==> src/rtl/gmii_rx_delimit_pkg.sv <==
// Shared frame-parser definitions: delimiter FSM encodings, GMII preamble/SFD
// byte values and the position of the head/tail marker in the 9-bit stream.
package gmii_rx_delimit_pkg;

    typedef enum logic [2:0] {
        ST_IDLE    = 3'd0,
        ST_PRE     = 3'd1,
        ST_FIRST   = 3'd2,
        ST_TRAN    = 3'd3,
        ST_DISCARD = 3'd4
    } delimit_state_e;

    localparam logic [7:0] PREAMBLE_BYTE = 8'h55;
    localparam logic [7:0] SFD_BYTE      = 8'hD5;
    localparam int         MARKER_BIT    = 8;
    localparam int         LEN_W         = 11;

endpackage

==> src/rtl/gmii_rx_delimit_stat_cnt16.sv <==
// 16-bit statistics counter; advances by one per i_inc pulse and wraps to zero.
module stat_cnt16 (
    input  logic        clk_sys,
    input  logic        reset_n,
    input  logic        i_inc,
    output logic [15:0] ov_cnt
);

    logic [15:0] cnt_q;
    logic [15:0] cnt_d;

    always_comb begin
        cnt_d = cnt_q;
        if (i_inc) begin
            cnt_d = cnt_q + 16'd1;
        end
    end

    always_ff @(posedge clk_sys or negedge reset_n) begin
        if (!reset_n) begin
            cnt_q <= '0;
        end else begin
            cnt_q <= cnt_d;
        end
    end

    assign ov_cnt = cnt_q;

endmodule

==> src/rtl/gmii_rx_delimit.sv <==
// GMII receive delimiter: strips preamble/SFD and emits {marker, byte} with the
// marker set on the first and last byte; malformed, errored or oversize frames are dropped.
module gmii_rx_delimit
    import gmii_rx_delimit_pkg::*;
#(
    parameter int MAX_LEN = 2000
) (
    input  logic        clk_sys,
    input  logic        reset_n,
    input  logic        i_gmii_rx_dv,
    input  logic        i_gmii_rx_er,
    input  logic [7:0]  iv_gmii_rxd,
    output logic        o_data_wr,
    output logic [8:0]  ov_data,
    output logic [15:0] ov_rx_frame_cnt,
    output logic [15:0] ov_rx_err_cnt,
    output logic [2:0]  ov_delimit_state
);

    localparam logic [LEN_W-1:0] MAX_LEN_C = LEN_W'(MAX_LEN);

    delimit_state_e   state_q, state_d;
    logic [7:0]       hold_q, hold_d;
    logic [LEN_W-1:0] len_cnt_q, len_cnt_d;
    logic             head_q, head_d;
    logic             wr_q, wr_d;
    logic [8:0]       data_q, data_d;
    logic             frame_inc;
    logic             err_inc;

    always_comb begin
        state_d   = state_q;
        hold_d    = hold_q;
        len_cnt_d = len_cnt_q;
        head_d    = head_q;
        wr_d      = 1'b0;
        data_d    = '0;
        frame_inc = 1'b0;
        err_inc   = 1'b0;
        case (state_q)
            ST_IDLE: begin
                if (i_gmii_rx_dv) begin
                    if (!i_gmii_rx_er && iv_gmii_rxd == PREAMBLE_BYTE) begin
                        state_d = ST_PRE;
                    end else begin
                        state_d = ST_DISCARD;
                        err_inc = 1'b1;
                    end
                end
            end
            ST_PRE: begin
                if (!i_gmii_rx_dv) begin
                    state_d = ST_IDLE;
                    err_inc = 1'b1;
                end else if (!i_gmii_rx_er && iv_gmii_rxd == SFD_BYTE) begin
                    state_d   = ST_FIRST;
                    len_cnt_d = '0;
                end else if (i_gmii_rx_er || iv_gmii_rxd != PREAMBLE_BYTE) begin
                    state_d = ST_DISCARD;
                    err_inc = 1'b1;
                end
            end
            ST_FIRST: begin
                if (i_gmii_rx_er) begin
                    state_d = ST_DISCARD;
                    err_inc = 1'b1;
                end else if (!i_gmii_rx_dv) begin
                    state_d = ST_IDLE;
                    err_inc = 1'b1;
                end else begin
                    hold_d    = iv_gmii_rxd;
                    len_cnt_d = LEN_W'(1);
                    head_d    = 1'b1;
                    state_d   = ST_TRAN;
                end
            end
            ST_TRAN: begin
                // An abort never emits the held byte, so the splicer sees a gap with no tail.
                if (i_gmii_rx_er || (i_gmii_rx_dv && len_cnt_q >= MAX_LEN_C)) begin
                    state_d = ST_DISCARD;
                    err_inc = 1'b1;
                end else if (!i_gmii_rx_dv) begin
                    state_d = ST_IDLE;
                    if (len_cnt_q >= LEN_W'(2)) begin
                        wr_d      = 1'b1;
                        data_d    = {1'b1, hold_q};
                        frame_inc = 1'b1;
                    end else begin
                        err_inc = 1'b1;
                    end
                end else begin
                    wr_d      = 1'b1;
                    data_d    = {head_q, hold_q};
                    hold_d    = iv_gmii_rxd;
                    len_cnt_d = len_cnt_q + LEN_W'(1);
                    head_d    = 1'b0;
                end
            end
            ST_DISCARD: begin
                if (!i_gmii_rx_dv) begin
                    state_d = ST_IDLE;
                end
            end
            default: state_d = ST_IDLE;
        endcase
    end

    always_ff @(posedge clk_sys or negedge reset_n) begin
        if (!reset_n) begin
            state_q   <= ST_IDLE;
            hold_q    <= '0;
            len_cnt_q <= '0;
            head_q    <= 1'b0;
            wr_q      <= 1'b0;
            data_q    <= '0;
        end else begin
            state_q   <= state_d;
            hold_q    <= hold_d;
            len_cnt_q <= len_cnt_d;
            head_q    <= head_d;
            wr_q      <= wr_d;
            data_q    <= data_d;
        end
    end

    stat_cnt16 u_frame_cnt (
        .clk_sys (clk_sys),
        .reset_n (reset_n),
        .i_inc   (frame_inc),
        .ov_cnt  (ov_rx_frame_cnt)
    );

    stat_cnt16 u_err_cnt (
        .clk_sys (clk_sys),
        .reset_n (reset_n),
        .i_inc   (err_inc),
        .ov_cnt  (ov_rx_err_cnt)
    );

    assign o_data_wr        = wr_q;
    assign ov_data          = data_q;
    assign ov_delimit_state = state_q;

endmodule

==> config.mk <==
export PLATFORM = sky130hd
export DESIGN_NAME = gmii_rx_delimit
export DESIGN_NICKNAME = d
export VERILOG_FILES = /design/src/rtl/gmii_rx_delimit_pkg.sv /design/src/rtl/gmii_rx_delimit_stat_cnt16.sv /design/src/rtl/gmii_rx_delimit.sv
export SDC_FILE = /design/constraint.sdc
export NUM_CORES = 1
export LEC_CHECK = 0
export ABC_AREA = 1
export BUFFER_PORTS_ARGS = -buffer_cell sky130_fd_sc_hd__buf_2
export CAP_MARGIN = 10
export CORE_ASPECT_RATIO = 0.5
export CORE_UTILIZATION = 40
export CTS_CLUSTER_DIAMETER = 60
export DETAILED_ROUTE_END_ITERATION = 8
export GPL_ROUTABILITY_DRIVEN = 0
export SYNTH_ARGS = -nofsm -noshare
export SYNTH_HDL_FRONTEND = slang
export SYNTH_SLANG_ARGS = --single-unit
==> constraint.sdc <==
create_clock -name clk_sys -period 3.7 [get_ports clk_sys]
set_input_delay 0.555 -clock clk_sys [delete_from_list [all_inputs] [get_ports clk_sys]]
set_output_delay 0.555 -clock clk_sys [all_outputs]
set_load 0.03 [all_outputs]
## Word-level counts from Yosys, hierarchy flattened

Cells that the tools add are included.

| cells by class | value |
|---|---|
| magnitude comparators | 2 |
| reduce and logical (&&, ||, !) cells | 13 |
| add/subtract/negate cells | 3 |
| eq/ne operators | 15 |
| multiplexer cells | 48 |

Operators by type and width:

| kind | number |
|---|---|
| 11-bit 2-to-1 mux | 6 |
| 9-bit 2-to-1 mux | 4 |
| 11-bit case mux with 3 select lines | 1 |
| 16-bit by 1-bit adder with 16-bit output (second input constant) | 2 |
| 3-bit 2-to-1 mux | 8 |
| 8-bit 2-to-1 mux | 3 |
| 1-bit 2-to-1 mux | 21 |
| 8-bit case mux with 2 select lines | 1 |
| 3-bit case mux with 5 select lines | 1 |
| 2-bit != test (second input constant) | 7 |
| 11-bit by 1-bit adder with 11-bit output (second input constant) | 1 |
| 11-bit >= comparator (second input constant) | 1 |
| 11-bit by 2-bit >= comparator with 1-bit output (second input constant) | 1 |
| 8-bit by 7-bit == test with 1-bit output (second input constant) | 1 |
| 8-bit == test (second input constant) | 1 |
| 8-bit by 7-bit != test with 1-bit output (second input constant) | 1 |
| 7-bit AND reduction | 1 |
| 3-bit by 2-bit == test with 1-bit output (second input constant) | 2 |
| 5-bit AND reduction | 1 |
| 4-bit != test (second input constant) | 1 |
| 1-bit case mux with 4 select lines | 1 |
| 3-bit by 1-bit == test with 1-bit output (second input constant) | 1 |
| 3-bit == test (second input constant) | 1 |
| 1-bit logical AND | 3 |
| other kinds (9) | 10 |

| storage, ports and cells | value |
|---|---|
| input port bits | 12 |
| output and inout bits | 45 |
| register bits after elaboration | 65 |
| word-level logic and storage cells | 89 |

## Longest topological paths before layout

Gate-level depths: netlist of the first run.

| depth | value |
|---|---|
| word-level depth | 6 |
| gate-level depth with buffers | 11 |
| gate-level depth less buffers | 9 |

## By module

Synthesis of the first run repeated with hierarchy kept, for this count alone.

| unflattened totals | value |
|---|---|
| cells, all modules | 427 |
| area, all modules | 3423.3 µm² |

Modules (own cells, without submodules):

| module | instances | area an instance (µm²) | cells an instance | sequential area each (µm²) |
|---|---|---|---|---|
| gmii_rx_delimit | 1 | 1791.7 | 238 | 825.8 |
| stat_cnt16 at u_frame_cnt | 1 | 818.3 | 92 | 400.4 |
| stat_cnt16 at u_err_cnt | 1 | 813.3 | 97 | 400.4 |

## Worst setup path before layout of the first run

No wires, ideal clock.

| timing path | value |
|---|---|
| path type | input -> register |
| from | in i_gmii_rx_dv |
| to | reg u_err_cnt.cnt_q[10], in the netlist u_err_cnt.ov_cnt[10] |
| arrival | 1.503 ns |
| buffers on the path | 2 |
| stages on the path | 10 |
| path slack | 2.074 ns |
| library setup time | 0.123 ns |
| data required time | 3.577 ns |
| path through | buf_4 > nand2_1 > nor2_1 > nand2_1 > nand2_1 > nand2_2 > nand3_4 > buf_2 > o21ai_0 > nand2_1 |

| on the way | value |
|---|---|
| word-level cells in the longest chain between the ends | 4 |
| elaborated cells on any way between the ends | 9 |
| classes of those cells | mux: 7; reduce/logical: 2 |

RTL lines:

| what | line | source |
|---|---|---|
| from (decl) | gmii_rx_delimit.sv:10 | `input logic i_gmii_rx_dv,` |
| 1-bit logical AND | gmii_rx_delimit.sv:79 | `if (i_gmii_rx_er \|\| (i_gmii_rx_dv && len_cnt_q >= MAX_LEN_C)) begin` |
| 1-bit logical OR | gmii_rx_delimit.sv:79 |  |
| 1-bit 2-to-1 mux | gmii_rx_delimit.sv:79 |  |
| 1-bit case mux with 4 select lines (*) | gmii_rx_delimit.sv:40 | `case (state_q)` |
| to (signal assigned) | gmii_rx_delimit_stat_cnt16.sv:23 | `cnt_q <= cnt_d;` |
| to (decl) | gmii_rx_delimit_stat_cnt16.sv:9 | `logic [15:0] cnt_q;` |

Mark *: on every way between the ends. The rest lies on a longest branch, timed or not.
A chain may end at the register's enable or synchronous reset.

## Final worst setup path of the first run

| timing path | value |
|---|---|
| from | reg state_q[0], in the netlist ov_delimit_state[0] |
| to | reg len_cnt_q[4] |

| on the way | value |
|---|---|
| word-level cells in the longest chain between the ends | 3 |
| elaborated cells on any way between the ends | 12 |
| classes of those cells | eq/ne: 9; mux: 1; reduce/logical: 2 |

RTL lines:

| what | line | source |
|---|---|---|
| from (decl) | gmii_rx_delimit.sv:22 | `delimit_state_e state_q, state_d;` |
| from (signal assigned) | gmii_rx_delimit.sv:117 | `state_q <= state_d;` |
| 3-bit by 1-bit == test with 1-bit output / 3-bit by 2-bit == test with 1-bit output (equally long branches) | gmii_rx_delimit.sv:40 |  |
| 2-bit != test (no source line) / 3-bit nonzero test (equally long branches) | -- |  |
| 7-bit AND reduction (no source line) | -- |  |
| to (signal assigned) | gmii_rx_delimit.sv:119 | `len_cnt_q <= len_cnt_d;` |
| to (decl) | gmii_rx_delimit.sv:24 | `logic [LEN_W-1:0] len_cnt_q, len_cnt_d;` |

Several ways; a longest one is shown, not always the timed one.

==> metrics.txt, run 1 <==
most frequent CP cell nand2_2; Critical Path Max Stage Delay 0.48 ns; worst skew pair latency roughly 0.33 ns; area leader, netlist dfrtp_1; asr flop ratio synth 100%; share of cells above drive strength 1 18.6%; cts bufs inserted 9; Psw approximately 550 uW; RSZ-0062 raised after global routing false; Worst EP arrival 1.99 ns; Post-Syn Area 0.00370 mm2; Die Height 70.1 um; Final Cell Area approximately 0.0043 mm2; Clock Path Buffers 2; nets@finish ~570; WHS 0.307 ns; hold_buf cts 0; logic gate share of total power 15.2%; Place WS around 1.7 ns; H-tree Lvls 3; Synth Flop Type dfrtp_1; placed instance area 0.00408 mm2; CP required 3.92 ns; leakage power approximately 0.0023 uW; Max Cap Violations 0; Critical-path top delay cell dfrtp_1; CP Cell Sequence nand2_2 -> nor2_2 -> nand2_2 -> nand2_2 -> nand2_4 -> nand2_1 -> o21ai_2; fin worst setup slack 1.93 ns; setup TNS 0 ns; Crit path max-delay family simple AND/OR/NAND/NOR gates; Core ar. 0.00886 mm2; worst-path fanout max 22; Synth Net Count 511; initial DRC count 214; Root Driver clkbuf_16; Sw Share 29.8%; Final Max Slew Viols 0; die width 138 um; DRT Pass-1 Iters 8; grt ovf 0; clk_skew 0.00655 ns; cell with the most instances after synthesis nand2_1; P per Cell Area around 430 mW/mm2; critical path depth 7; drt wl/cell around 12 um; R2R cell count 7; clock slew at reported path FFs 0.06 ns; DRC viols 5; Synth Register Bits 65; Post-DP HPWL 5890 um; Syn-to-layout area delta 17.2%; io pins 57; part of the cycle the worst path needs 47.9%; mean post-synth cell area 7.48 um2; CP endpoint kind register; VDD IR max 0.197 mV; Buffers on Ports 56; Overall Global Routing Usage 18.9%; initial antenna violation count 0; Fmax achieved 564 MHz; sequential power share 43.4%; CTS resizes 0; CTS sink count 65; number of distinct library cells after synthesis 27; clock tree from TritonCTS yes; status finished with violations; cell row count 24; register area share after synthesis 43.9%; Slew @ Worst Pin 0.784 ns; Cell Int Power 1300 uW; min Tclk post-route 1.77 ns; worst rel slew slack roughly 48%; initial core utilization 41.8%; Final Hold Viols 0; first-pass GRT wire length around 14,000 um; DIE AREA 0.00967 mm2; via density per instance between 4 and 5; routed wire length 8250 um; vias in the first global route 2,984; failing checks design-rule violations; Synth Warn # 0; largest net degree at the start of global routing 35; synthesized instance count 495; CP Class register to register; Post-synth top cells nand2_1 (155), nor2_1 (67), dfrtp_1 (65), inv_1 (47), nand3_1 (27); worst hold-check path type input pin to async pin; FILL cells 865; Post-CTS Setup Bufs 0; startpoint types register; Post-synth EDFFs 0; Final setup viols 0; Area contributors post-synth dfrtp_1 (44%), nand2_1 (16%), nor2_1 (6.8%); Vias 3,231; Antenna diodes 0; clock share of power 41.4%; Routed Antenna Nets 0; worst path bufs/invs 0; top-area cell type share of the netlist area 43.9%
-- sequential cells by signal, indices dropped and copies added (netlist names) --
register            cells
head_q                  1
hold_q                  8
len_cnt_q              11
o_data_wr               1
ov_data                 9
ov_delimit_state        3
u_err_cnt.ov_cnt       16
u_frame_cnt.ov_cnt     16
-- area by class of cell --
type / instances / area (um2) / share of cell area (%)
Sequential cell: 65 / 1630 / 37.5
Inverter: 57 / 215 / 4.96
Clock inverter: 3 / 17.5 / 0.403
Timing Repair Buffer: 58 / 295 / 6.80
Tap cell: 117 / 146 / 3.37
Multi-Input combinational cell: 364 / 1800 / 41.3
Clock buffer: 12 / 246 / 5.68
-- cell usage in the layout, fill, tap and decap left out, drive strengths merged --
cell	n
buf	58
clkinvlp	1
nand2	160
o21ai	36
xor2	18
nor2	72
inv	56
clkinv	3
nand3b	1
xnor2	9
clkbuf	12
dfrtp	65
ha	4
nor3	14
nand3	30
nand4	13
a21oi	7
-- logic make-up (layout without fill, tap and decap cells) --
group	after synthesis	in the layout	synth area share (%)
compound gates	43	43	6.42
buf+inv	66	130	7.63
fa+ha+maj	4	4	1.35
flops	65	65	43.9
simple gates	290	290	34.3
xor+xnor	27	27	6.38
-- through the flow --
step                utilization [%]  power (uW)  cells
floorplan                         -        1020    495
global placement               46.0        1100    661
detailed placement             46.0        1100    661
CTS                            49.0        1870    676
global route                   49.0        1950    676
finish                         49.0        1860    676
-- layer usage --
layer  vias up  GRT usage, %  routed length (um)
li1       1685             -                   -
met5         -             0                   0
met3        10          5.56                 335
met2        67          29.3                3690
met1      1469          25.1                4110
met4         0          7.24                 117
-- path summary, 6_finish.rpt --
path	slack, ns	startpoint	to
setup / recovery	1.93	ov_delimit_state[0]	len_cnt_q[4]
hold / removal	0.31	reset_n	ov_data[2]
setup reg to reg	1.93	ov_delimit_state[0]	len_cnt_q[4]
hold reg to reg	0.48	head_q	head_q
max in group asynchronous	2.65	reset_n	ov_data[6]
min in group clk_sys	0.48	iv_gmii_rxd[5]	hold_q[5]
-- power groups by stage --
stage	registers, uW	clock network [uW]	logic, uW
5_1_grt	814	816	320
4_1_cts	806	786	283
3_5_place_dp	818	0	282
2_1_floorplan	857	0	159
3_3_place_gp	817	0	281
6_report	806	768	282
Power figures use the tool's default switching activity.
==> run 2: changes to the inputs <==
==> constraint.sdc (replaced) <==
create_clock -name clk_sys -period 1.62 [get_ports clk_sys]
set_input_delay 0.243 -clock clk_sys [delete_from_list [all_inputs] [get_ports clk_sys]]
set_output_delay 0.243 -clock clk_sys [all_outputs]
set_load 0.03 [all_outputs]
==> metrics.txt, run 2 (synthesis gave the netlist of run 1 again) <==
failing checks design-rule violations; CP Class register to register; vias in the first global route 3,057 (+2.4%); commonest non-fill, non-tap cell in the layout nand2_1; DIE AREA 0.00967 mm2 (unchanged); clock tree from TritonCTS yes; DRC viols 6 (+1); worst hold-check path type input pin to register; Clock Path Buffers 2 (unchanged); worst skew pair latency 0.33 ns (about the same); die width 138 um (unchanged); worst-path fanout max 5 (-77%); Routed Antenna Nets 0 (unchanged); Psw 1270 uW (+130%); Worst EP arrival 1.72 ns (-0.27 ns); Syn-to-layout area delta 23.8%; RSZ-0062 raised after global routing true; Fmax achieved 665 MHz (+18%); Overall Global Routing Usage 18.7% (-0.18 points); Buffers on Ports 56 (unchanged); routed wire length 8710 um (+5.5%); placed instance area 0.00421 mm2 (+3.3%); Critical-path top delay cell dfrtp_1; FILL cells 881 (+1.8%); Vias 3,341 (+3.4%); Final Cell Area 0.00459 mm2 (+5.6%); Cell Int Power 3220 uW (+150%); WHS Path Cells 3; Final Hold Viols 0 (unchanged); Root Driver clkbuf_16; Post-DP HPWL 5950 um (+1.1%); P per Cell Area 978 mW/mm2 (+130%); Die Height 70.1 um (unchanged); CP required 1.83 ns (-2.09 ns); Antenna diodes 0 (unchanged); Core ar. 0.00886 mm2 (unchanged); cell row count 24 (unchanged); io pins 57 (unchanged); worst rel slew slack 76.4% (+29 points); fin cells 698 (+3.3%); clk_skew 0.00244 ns (-0.00411 ns); H-tree Lvls 3 (unchanged); largest net degree at the start of global routing 54 (+54%); DRT Pass-1 Iters 6 (-2); Max Cap Violations 0 (unchanged); initial DRC count 210 (-1.9%); most frequent CP cell nand2_1; nets@finish 593 (+3.9%); Final Max Slew Viols 0 (unchanged); sequential power share 41.0% (-2.4 points); Final setup viols 0 (unchanged); status finished with violations; first-pass GRT wire length 14,500 um (+1.3%); CP Cell Sequence ha_1 -> inv_1 -> nor3_2 -> nand3_1 -> nand2_1 -> nand2_1 -> o21ai_0 -> nand2_1; startpoint types register; clock share of power 43.3% (+1.9 points); drt wl/cell 12.5 um (+2.2%); Sw Share 28.3% (-1.5 points); CP endpoint kind register; initial antenna violation count 0 (unchanged); via density per instance 4.79 (+0.15%); CTS sink count 65 (unchanged); clock slew at reported path FFs 0.05 ns (about the same); cts bufs inserted 9 (unchanged); Critical Path Max Stage Delay 0.41 ns (-0.07 ns); grt ovf 0 (unchanged); logic gate share of total power 15.7% (+0.5 points); leakage power 0.00244 uW (+6.5%); VDD IR max 0.604 mV (+210%); Slew @ Worst Pin 0.352 ns (-0.432 ns); initial core utilization 41.8% (unchanged); Placed Cells 677 (+2.4%); commonest non-fill, non-tap cells in the layout nand2_1 (155), nor2_1 (66), dfrtp_1 (61); min Tclk post-route 1.50 ns (-0.270 ns); part of the cycle the worst path needs 92.8% (+45 points); share of cells above drive strength 1 22.7% (+4.1 points); post-layout util 51.8% (+2.8 points); total power 4480 uW (+140%); R2R cell count 8 (+1)
==> run 2: cell type report <==
class	count	area, um2	share of cell area [%]
Multi-Input combinational cell	367	1840	40.2
Clock buffer	12	256	5.59
Inverter	57	215	4.69
Clock inverter	3	40.0	0.873
Timing Repair Buffer	77	453	9.87
Sequential cell	65	1630	35.6
Tap cell	117	146	3.19
==> run 2: routing by layer <==
layer | GRT usage, % | up-vias | wire [um]
li1 | - | 1728 | -
met1 | 24.6 | 1539 | 4310
met2 | 30.2 | 62 | 3900
met3 | 4.87 | 12 | 386
met4 | 6.37 | 0 | 110
met5 | 0 | - | 0
==> run 2: power groups by stage <==
| stage | clock (uW) | sequential (uW) | combinational (uW) |
|---|---|---|---|
| after floorplan | 0 | 1960 | 363 |
| after global placement | 0 | 1860 | 667 |
| after detailed placement | 0 | 1870 | 673 |
| after CTS | 1990 | 1840 | 679 |
| after global routing | 2050 | 1860 | 779 |
| final | 1940 | 1840 | 702 |
==> run 2: final timing paths <==
path / start / end / slack, ns
max in group asynchronous: reset_n / ov_delimit_state[1] / 0.67
min in group asynchronous: reset_n / hold_q[2] / 0.35
worst max register to register: u_err_cnt.ov_cnt[0] / u_err_cnt.ov_cnt[14] / 0.12
worst min-delay path: iv_gmii_rxd[1] / hold_q[1] / 0.16
worst min register to register: hold_q[0] / ov_data[0] / 0.48
worst max-delay path: u_err_cnt.ov_cnt[0] / u_err_cnt.ov_cnt[14] / 0.12
==> run 2: per-stage QoR <==
step	setup slack, ns	TNS (ns)	hold slack (ns)
5_1_grt	-0.0297	-0.0495	0.165
6_report	0.117	0	0.159
3_3_place_gp	0.0587	0	0.167
3_5_place_dp	0.0263	0	0.172
4_1_cts	0.0427	0	0.147
2_1_floorplan	0.0139	0	-0.0526
==> run 2: timing repair <==
action,CTS,global route
endpoints found under the hold margin,12,0
resized for setup,0,9
endpoints found under the setup margin,0,26
setup buffers,0,2
hold buffers,1,0
==> run 2: critical path: cells and delay by family (launching register included) <==
kind | cells | cell delay, ns
buf+inv | 1 | 0.09
fa+ha+maj | 1 | 0.24
compound gates | 1 | 0.06
flops | 1 | 0.41
simple gates | 5 | 0.57
==> run 3: changes to the inputs <==
==> constraint.sdc (replaced) <==
create_clock -name clk_sys -period 1.36 [get_ports clk_sys]
set_input_delay 0.204 -clock clk_sys [delete_from_list [all_inputs] [get_ports clk_sys]]
set_output_delay 0.204 -clock clk_sys [all_outputs]
set_load 0.03 [all_outputs]
==> metrics.txt, run 3 (synthesis gave the netlist of run 1 again) <==
DRC viols 8 (+2); DIE AREA 0.00967 mm2 (unchanged); met3 usage 5.14% (+0.27 points); RSZ-0062 raised after global routing true; Worst EP arrival 1.74 ns (+0.02 ns); Final Hold Viols 0 (unchanged); Place WS -0.200 ns (-0.226 ns); worst skew pair latency 0.34 ns (about the same); Placed Cells 724 (+6.9%); Psw 1660 uW (+31%); fin worst setup slack -0.157 ns (-0.274 ns); share of cells above drive strength 1 40.5% (+18 points); initial core utilization 41.8% (unchanged); initial DRC count 181 (-14%); FILL cells 744 (-16%); routed wire length 9830 um (+13%); VDD IR max 0.688 mV (+14%); Max Cap Violations 0 (unchanged); largest net degree at the start of global routing 24 (-56%); clock slew at reported path FFs 0.05 ns (about the same); first-pass GRT wire length 16,100 um (+11%); Crit path max-delay family simple AND/OR/NAND/NOR gates; CP endpoint kind register; io pins 57 (unchanged); sequential power share 40.2% (-0.8 points); met2 usage 35.0% (+4.8 points); logic gate share of total power 21.3% (+5.6 points); Die Height 70.1 um (unchanged); startpoint types register; Root Driver clkbuf_16; Overall Global Routing Usage 21.0% (+2.3 points); Slew @ Worst Pin 0.361 ns (+0.00909 ns); drt wl/cell 12.9 um (+3.1%); Clock Path Buffers 2 (unchanged); Cell Int Power 3820 uW (+19%); worst hold-check path type input pin to register; Critical Path Max Stage Delay 0.49 ns (+0.08 ns); leakage power 0.00280 uW (+15%); met1 usage 26.5% (+1.9 points); Final Max Slew Viols 0 (unchanged); clock tree from TritonCTS yes; worst rel slew slack 75.8% (-0.61 points); Post-DP HPWL 6650 um (+12%); P per Cell Area 996 mW/mm2 (+1.9%); grt ovf 0 (unchanged); Final setup viols 61 (+61); CP Cell Sequence nor2_4 -> inv_2 -> nor3_4 -> nand2_8 -> buf_6 -> a21oi_1 -> inv_1; cts bufs inserted 9 (unchanged); Sw Share 30.3% (+2.1 points); part of the cycle the worst path needs 112% (+19 points); total power 5490 uW (+22%); Critical-path top delay cell dfrtp_2; min Tclk post-route 1.52 ns (+0.0139 ns); fin cells 764 (+9.5%); CTS sink count 65 (unchanged); Buffers on Ports 56 (unchanged); vias in the first global route 3,546 (+16%); Syn-to-layout area delta 48.6%; commonest non-fill, non-tap cell in the layout nand2_1; Antenna diodes 0 (unchanged); Fmax achieved 659 MHz (-0.92%); CP required 1.59 ns (-0.24 ns); failing checks design-rule violations, negative setup slack; worst path bufs/invs 3 (+2); Core ar. 0.00886 mm2 (unchanged); DRT Pass-1 Iters 7 (+1); clock share of power 38.5% (-4.8 points); CP Class register to register; commonest non-fill, non-tap cells in the layout nand2_1 (134), buf_4 (67), buf_2 (55); die width 138 um (unchanged); via density per instance 4.79 (about the same); worst-path fanout max 12 (+7); H-tree Lvls 3 (unchanged); initial antenna violation count 0 (unchanged); clk_skew 0.00880 ns (+0.00636 ns); status finished with violations; nets@finish 658 (+11%); cell row count 24 (unchanged); Routed Antenna Nets 0 (unchanged); Vias 3,659 (+9.5%); Top Usage Layer GRT met2
==> run 3: changes by cell type in the layout (fill, tap and decap cells not counted), moves of 8 or more <==
cell / delta
o21ai_0: -19
dfrtp_1: -8
buf_4: +48
nor2_4: +9
buf_6: +9
o21ai_2: +13
nand2_1: -21
nor2_1: -15
nand2_2: +17
dfrtp_2: +8
==> run 3: stage by stage <==
step	TNS, ns	hold WS, ns	cell area, um2	util [%]
final	-5.04	0.116	5510	62.2
after global placement	-4.59	0.113	4640	52.4
after global routing	-8.80	0.136	5510	62.2
after detailed placement	-5.59	0.126	4640	52.4
after CTS	-1.98	0.106	5220	58.9
after floorplan	-1.18	-0.0916	3750	-
==> run 3: final timing paths <==
| path | cells past startpoint | slack (ns) | startpoint | endpoint |
|---|---|---|---|---|
| hold reg to reg | 2 | 0.48 | head_q | head_q |
| min in group asynchronous | 2 | 0.31 | reset_n | hold_q[3] |
| hold / removal | 3 | 0.12 | iv_gmii_rxd[3] | hold_q[3] |
| setup reg to reg | 7 | -0.16 | ov_delimit_state[2] | head_q |
| setup / recovery | 7 | -0.16 | ov_delimit_state[2] | head_q |
| max in group asynchronous | 3 | 0.55 | reset_n | u_frame_cnt.ov_cnt[13] |
==> run 3: cell type report <==
cell class | instances | area (um2) | share of cell area, %
repair buffers | 142 | 1070 | 19.5
repair inverters | 1 | 11.3 | 0.204
inverters | 57 | 223 | 4.04
multi-input cells | 366 | 2140 | 38.9
flip-flops and latches | 65 | 1640 | 29.8
clock inverters | 3 | 17.5 | 0.318
well taps | 117 | 146 | 2.66
clock buffers | 13 | 250 | 4.54
==> run 3: metal layers <==
layer / wire length (um) / vias up
li1: - / 1871
met1: 4680 / 1715
met2: 4680 / 56
met3: 324 / 17
met4: 139 / 0
met5: 0 / -
==> run 3: timing repair <==
| action | in CTS | in global routing |
|---|---|---|
| hold buffers | 1 | 0 |
| gates resized for setup | 53 | 70 |
| endpoints found under the setup margin | 62 | 66 |
| setup buffers | 12 | 7 |
| pin swaps | 12 | 15 |
| cloned | 2 | 2 |
| hold endpoints to repair | 8 | 0 |
==> run 3: worst reg2reg max path, cell delays in order (launching register included) <==
cell and delay [ns]:
dfrtp_2 0.49, nor2_4 0.14, inv_2 0.07, nor3_4 0.27, nand2_8 0.11, buf_6 0.16
a21oi_1 0.12, inv_1 0.05
==> run 3: power groups by stage <==
| stage | clock (uW) | sequential [uW] | combinational [uW] |
|---|---|---|---|
| 5_1_grt | 2240 | 2220 | 1270 |
| 2_1_floorplan | 0 | 2360 | 436 |
| 3_3_place_gp | 0 | 2220 | 965 |
| 6_report | 2110 | 2210 | 1170 |
| 4_1_cts | 2150 | 2200 | 1090 |
| 3_5_place_dp | 0 | 2220 | 978 |
